## src/rtl/upload_pkg.sv

```systemverilog
// Shared definitions for the upload channel rotator: default sizes,
// a minimum-one clog2 helper and the channel index type.
package upload_pkg;

    localparam int DEF_DATA_W    = 64;
    localparam int DEF_FRAME_LEN = 512;
    localparam int MAX_CH        = 8;

    // Bit width needed to index 'value' items, never less than one bit.
    function automatic int clog2_min1(input int value);
        return (value <= 2) ? 1 : $clog2(value);
    endfunction

    typedef logic [clog2_min1(MAX_CH)-1:0] ch_idx_t;

endpackage

```

## src/rtl/upload_frame_counter.sv

```systemverilog
// Beat counter for the frame currently being uploaded. Flags the last beat
// (wrap) combinationally so the top can advance the output pointer on the
// same edge. Optional macro UPLOAD_ROTATOR_FRAME_TAG_EN adds registered
// start/end-of-frame strobes aligned with the registered data valid.
module upload_frame_counter
    import upload_pkg::*;
#(
    parameter int FRAME_LEN = DEF_FRAME_LEN
) (
    input  logic clk,
    input  logic rst,
    input  logic beat,
    output logic wrap
`ifdef UPLOAD_ROTATOR_FRAME_TAG_EN
    ,
    output logic frame_sof,
    output logic frame_eof
`endif
);

    localparam int CNT_W = clog2_min1(FRAME_LEN);
    localparam logic [CNT_W-1:0] LAST_BEAT = CNT_W'(FRAME_LEN - 1);

    logic [CNT_W-1:0] beat_cnt;

    assign wrap = beat & (beat_cnt == LAST_BEAT);

    // Count accepted beats, restarting after the last beat of each frame.
    always_ff @(posedge clk) begin
        if (rst) begin
            beat_cnt <= '0;
        end else if (beat) begin
            beat_cnt <= wrap ? '0 : beat_cnt + CNT_W'(1);
        end
    end

`ifdef UPLOAD_ROTATOR_FRAME_TAG_EN
    // Frame boundary strobes, registered to line up with data_valid_o.
    always_ff @(posedge clk) begin
        if (rst) begin
            frame_sof <= 1'b0;
            frame_eof <= 1'b0;
        end else begin
            frame_sof <= beat & (beat_cnt == '0);
            frame_eof <= wrap;
        end
    end
`endif

endmodule

```

## src/rtl/upload_channel_rotator.sv

```systemverilog
// Round-robin trigger distributor and in-order upload mux for N_CH
// processing channels. Triggers are dropped (and counted) while every
// channel holds an outstanding frame. The output channel only changes on a
// frame boundary. Optional macro UPLOAD_ROTATOR_FRAME_TAG_EN adds
// frame_sof / frame_eof / frame_ch tag outputs.
module upload_channel_rotator
    import upload_pkg::*;
#(
    parameter int N_CH       = 2,
    parameter int DATA_W     = DEF_DATA_W,
    parameter int FRAME_LEN  = DEF_FRAME_LEN,
    parameter int DROP_CNT_W = 16
) (
    input  logic                   clk,
    input  logic                   rst,
    input  logic                   trigger_start,
    input  logic                   Upload_En,
    input  logic [N_CH*DATA_W-1:0] data_in,
    input  logic [N_CH-1:0]        data_valid_i,
    output logic [N_CH-1:0]        trigger_start_o,
    output logic [DATA_W-1:0]      data_out,
    output logic                   data_valid_o,
    output logic                   busy,
    output logic [DROP_CNT_W-1:0]  drop_cnt
`ifdef UPLOAD_ROTATOR_FRAME_TAG_EN
    ,
    output logic                   frame_sof,
    output logic                   frame_eof,
    output logic [$clog2(N_CH)-1:0] frame_ch
`endif
);

    localparam int PTR_W  = clog2_min1(N_CH);
    localparam int PEND_W = $clog2(N_CH + 1);

    logic [PTR_W-1:0]  trig_ptr;
    logic [PTR_W-1:0]  out_ptr;
    logic [PEND_W-1:0] pending;
    logic              has_pending;
    logic              sel_valid;
    logic              frame_done;
    logic              accept;
    logic              reject;

    function automatic logic [PTR_W-1:0] ptr_inc(input logic [PTR_W-1:0] p);
        return (p == PTR_W'(N_CH - 1)) ? '0 : p + PTR_W'(1);
    endfunction

    assign has_pending = (pending != '0);
    assign sel_valid   = data_valid_i[out_ptr] & has_pending;
    // Occupancy is judged before any same-cycle frame completion.
    assign accept      = trigger_start & Upload_En & (pending < PEND_W'(N_CH));
    assign reject      = trigger_start & Upload_En & (pending == PEND_W'(N_CH));
    assign busy        = has_pending;

    upload_frame_counter #(
        .FRAME_LEN (FRAME_LEN)
    ) u_frame_counter (
        .clk       (clk),
        .rst       (rst),
        .beat      (sel_valid),
        .wrap      (frame_done)
`ifdef UPLOAD_ROTATOR_FRAME_TAG_EN
        ,
        .frame_sof (frame_sof),
        .frame_eof (frame_eof)
`endif
    );

    // Trigger/output pointers and outstanding-frame count.
    always_ff @(posedge clk) begin
        if (rst) begin
            trig_ptr <= '0;
            out_ptr  <= '0;
            pending  <= '0;
        end else begin
            if (accept) begin
                trig_ptr <= ptr_inc(trig_ptr);
            end
            if (frame_done) begin
                out_ptr <= ptr_inc(out_ptr);
            end
            if (accept && !frame_done) begin
                pending <= pending + PEND_W'(1);
            end else if (!accept && frame_done) begin
                pending <= pending - PEND_W'(1);
            end
        end
    end

    // One-hot trigger pulse and saturating drop counter.
    always_ff @(posedge clk) begin
        if (rst) begin
            trigger_start_o <= '0;
            drop_cnt        <= '0;
        end else begin
            trigger_start_o <= accept ? (N_CH'(1) << trig_ptr) : '0;
            if (reject && (drop_cnt != '1)) begin
                drop_cnt <= drop_cnt + DROP_CNT_W'(1);
            end
        end
    end

    // Registered output mux; data follows out_ptr every cycle, valid only
    // while a frame is outstanding.
    always_ff @(posedge clk) begin
        if (rst) begin
            data_out     <= '0;
            data_valid_o <= 1'b0;
        end else begin
            data_out     <= data_in[int'(out_ptr)*DATA_W +: DATA_W];
            data_valid_o <= sel_valid;
        end
    end

`ifdef UPLOAD_ROTATOR_FRAME_TAG_EN
    // Channel tag for the frame on the output, aligned with data_valid_o.
    always_ff @(posedge clk) begin
        if (rst) begin
            frame_ch <= '0;
        end else begin
            frame_ch <= ($clog2(N_CH))'(out_ptr);
        end
    end
`endif

endmodule

```

## config.mk

```make
export PLATFORM = sky130hd
export DESIGN_NAME = upload_channel_rotator
export DESIGN_NICKNAME = d
export VERILOG_FILES = /design/src/rtl/upload_pkg.sv /design/src/rtl/upload_frame_counter.sv /design/src/rtl/upload_channel_rotator.sv
export SDC_FILE = /design/constraint.sdc
export NUM_CORES = 1
export LEC_CHECK = 0
export ABC_AREA = 1
export CORE_MARGIN = 10
export CORE_UTILIZATION = 35
export DETAILED_ROUTE_END_ITERATION = 12
export GPL_ROUTABILITY_DRIVEN = 0
export GPL_TIMING_DRIVEN = 1
export PLACE_DENSITY = 0.75
export RECOVER_POWER = 25
export SLEW_MARGIN = 20
export SYNTH_ARGS = -nofsm -noshare
export SYNTH_HDL_FRONTEND = slang
export SYNTH_SLANG_ARGS = --single-unit
```

## constraint.sdc

```tcl
create_clock -name clk -period 2.3 [get_ports clk]
set_clock_uncertainty 0.05 [all_clocks]
set_input_delay 0.345 -clock clk [delete_from_list [all_inputs] [get_ports clk]]
set_output_delay 0.345 -clock clk [all_outputs]
set_load 0.01 [all_outputs]
```

==> flow_summary.yaml <==
outcome:
  status: "completed"
power_and_ir_drop:
  peakVddDrop_mv: 0.339
  finalPower_mw: 3.43
  p_leak_nw: 2.57
  power_density_nw_per_um2: 538
cts:
  cts_buffers: 9
  cts.path.max_buffers: 2
  cts_setup_buffers: 0
  cts_root_buf: "clkbuf_8"
  clk_pin_slew_ps: 90
  htreeDepth: 3
  clk_latency_ps: 350
  cts_tree: "done"
  clock-sinks: 96
  holdBufCountCts: 0
sta:
  hold_viol: 0
  worst_slew_margin_rel_pct: 53.6
  rsz0062_at_grt: "no"
  tightest_slew_ps: 697
  final-max-slew-violation-count: 0
  fin_crit_sh_pct: 90.2
  fmax_ghz: 0.482
  setup_tns_ps: 0
  min_period_ps: 2080
  setup_viol_count_final: 0
hold_path:
  hold_path.class: "reg -> reg"
critical_path:
  end_kind: "flip-flop"
  cp_data_required_time_ps: 2500
  startpoint_type: "flip-flop"
  cp.arrival_ps: 2270
  path_max_fanout: 4
  crit_type: "reg -> reg"
route:
  antenna_left: 0
  drc: 0
  route.vias.total: 4130
  routed_via_density: 4.69
  dr.pass1.iters: 4
  drtIter0Drc: 254
  wire_per_inst_um: 15.9
  routed_wl_um: 14000
layout:
  multi_input_area_um2: 1740
  final_common_cell: "clkdlybuf4s50_1"
  nets: 874
  drive_above_1_share_pct: 6.34
  final_cell_mix: "216 x clkdlybuf4s50_1, 184 x nor2_1, 95 x dfxtp_1"
  syn2layout_area_growth_pct: 63.8
  n_antenna_cell: 0
  regArea_um2: 1920
  fillers: 992
  instances_no_fill: 881
yosys:
  async_flop_share_pct: 0
  ys.flop_type: "dfxtp_1"
  syn_nets: 667
  yosysWarnings: 0
  ys_seq_elements: 96
  syn_inst: 529
  synth_edf_count: 0
  synth_area_per_cell_um2: 7.35
  yosysUniqueCellTypes: 24
  ys_seq_area_share_pct: 49.4
  synth_area_um2: 3890
die:
  rows: 38
  start_util_pct: 35.9
  die_y_um: 125
  die_w_um: 125
  core_area_um2: 10800
  die_area_um2: 15700
  ios: 218
place:
  hpwl_um: 11200
  numPortBuffers: 217
  dp.cells: 865
global_route:
  antenna_found_initial: 0
  grtUsageTotal_pct: 17.2
  grt_max_degree: 85
  grt-ovfl-total: 0
  grt_pass1_vias: 4224
  grt_pass1_wl_um: 22000
job:
  max_cap_violations: 0
## state kept, by name, summed over array words and instances (netlist names)
signal                    count
trig_ptr                      1
data_valid_o                  1
u_frame_counter.beat_cnt      9
data_out                     64
drop_cnt                     16
trigger_start_o               2
pending                       2
out_ptr                       1
## Yosys cell counts (all sizes together), types with 4 or more instances
cell type / number / area, um2
dfxtp: 96 / 1920
nor2: 189 / 747
a21oi: 20 / 100
nand3: 20 / 125
clkbuf: 17 / 63.8
ha: 4 / 50.1
inv: 29 / 109
o21ai: 70 / 350
buf: 8 / 51.3
nand4: 4 / 40.0
nand2: 62 / 260
nor3: 5 / 25.0
## path summary, 6_finish.rpt
kind | from | endpoint | slack [ps] | cells past startpoint
max | u_frame_counter.beat_cnt[0]$_SDFFE_PP0P_ | pending[1]$_SDFFE_PP0P_ | 220 | 12
min | trig_ptr$_SDFFE_PP0P_ | trigger_start_o[1]$_SDFF_PP0_ | 420 | 2
max reg2reg | u_frame_counter.beat_cnt[0]$_SDFFE_PP0P_ | pending[1]$_SDFFE_PP0P_ | 220 | 12
min reg2reg | trig_ptr$_SDFFE_PP0P_ | trigger_start_o[1]$_SDFF_PP0_ | 420 | 2
## repair_timing
item,in CTS,in global routing
endpoints found under the hold margin,0,0
setup endpoints to repair,0,1
gates resized for setup,0,1
## worst max-delay path: stages, from the launching register on
cell	delay (ps)
dfxtp_1	370
ha_1	170
nand2_1	60
inv_1	70
nand3_1	100
nor2_1	140
ha_1	180
nand2_2	80
ha_1	310
a21oi_1	130
o21ai_0	120
o21ai_0	150
a21oi_1	50
## stage by stage
stage          worst slack (ps)  hold WS, ps  area (um2)  utilization, %
3_5_place_dp               76.0          404        6160            56.9
2_1_floorplan               474          364        3890               -
5_1_grt                    2.04          445        6370            58.7
4_1_cts                     205          420        6370            58.7
6_report                    225          416        6370            58.7
3_3_place_gp                119          398        6160            56.9
## cell type report
type / count / share of cell area (%)
Clock buffer: 10 / 2.16
Clock inverter: 6 / 1.06
Inverter: 29 / 1.71
Multi-Input combinational cell: 379 / 27.3
Sequential cell: 96 / 30.2
Tap cell: 140 / 2.75
Timing Repair Buffer: 221 / 34.8
## cells by family after synthesis
kind of cell	Yosys count	synth area share, %
buffers and inverters	54	5.76
and+or+nand+nor	282	31.3
xor gates and xnor gates	2	0.451
AOI/OAI and AO/OA	91	11.8
DFF	96	49.4
adders and majority gates	4	1.29
## layer usage
| metal | GRT usage [%] | routed length [um] | up-vias | part of all wire, % |
|---|---|---|---|---|
| met3 | 9.46 | 1590 | 16 | 11 |
| met2 | 30.5 | 6880 | 161 | 49 |
| met5 | 0 | 0 | - | 0 |
| met1 | 16.6 | 5330 | 1862 | 38 |
| met4 | 5.76 | 232 | 0 | 1.7 |
| li1 | - | - | 2091 | - |
## power breakdown
part	switching (mW)	internal (mW)	leakage (nW)
Clock	0.599	0.536	0.0989
Sequential	0.0238	1.73	0.793
Combinational	0.190	0.345	1.68
Total	0.813	2.62	2.57
Power figures use the tool's default switching activity.
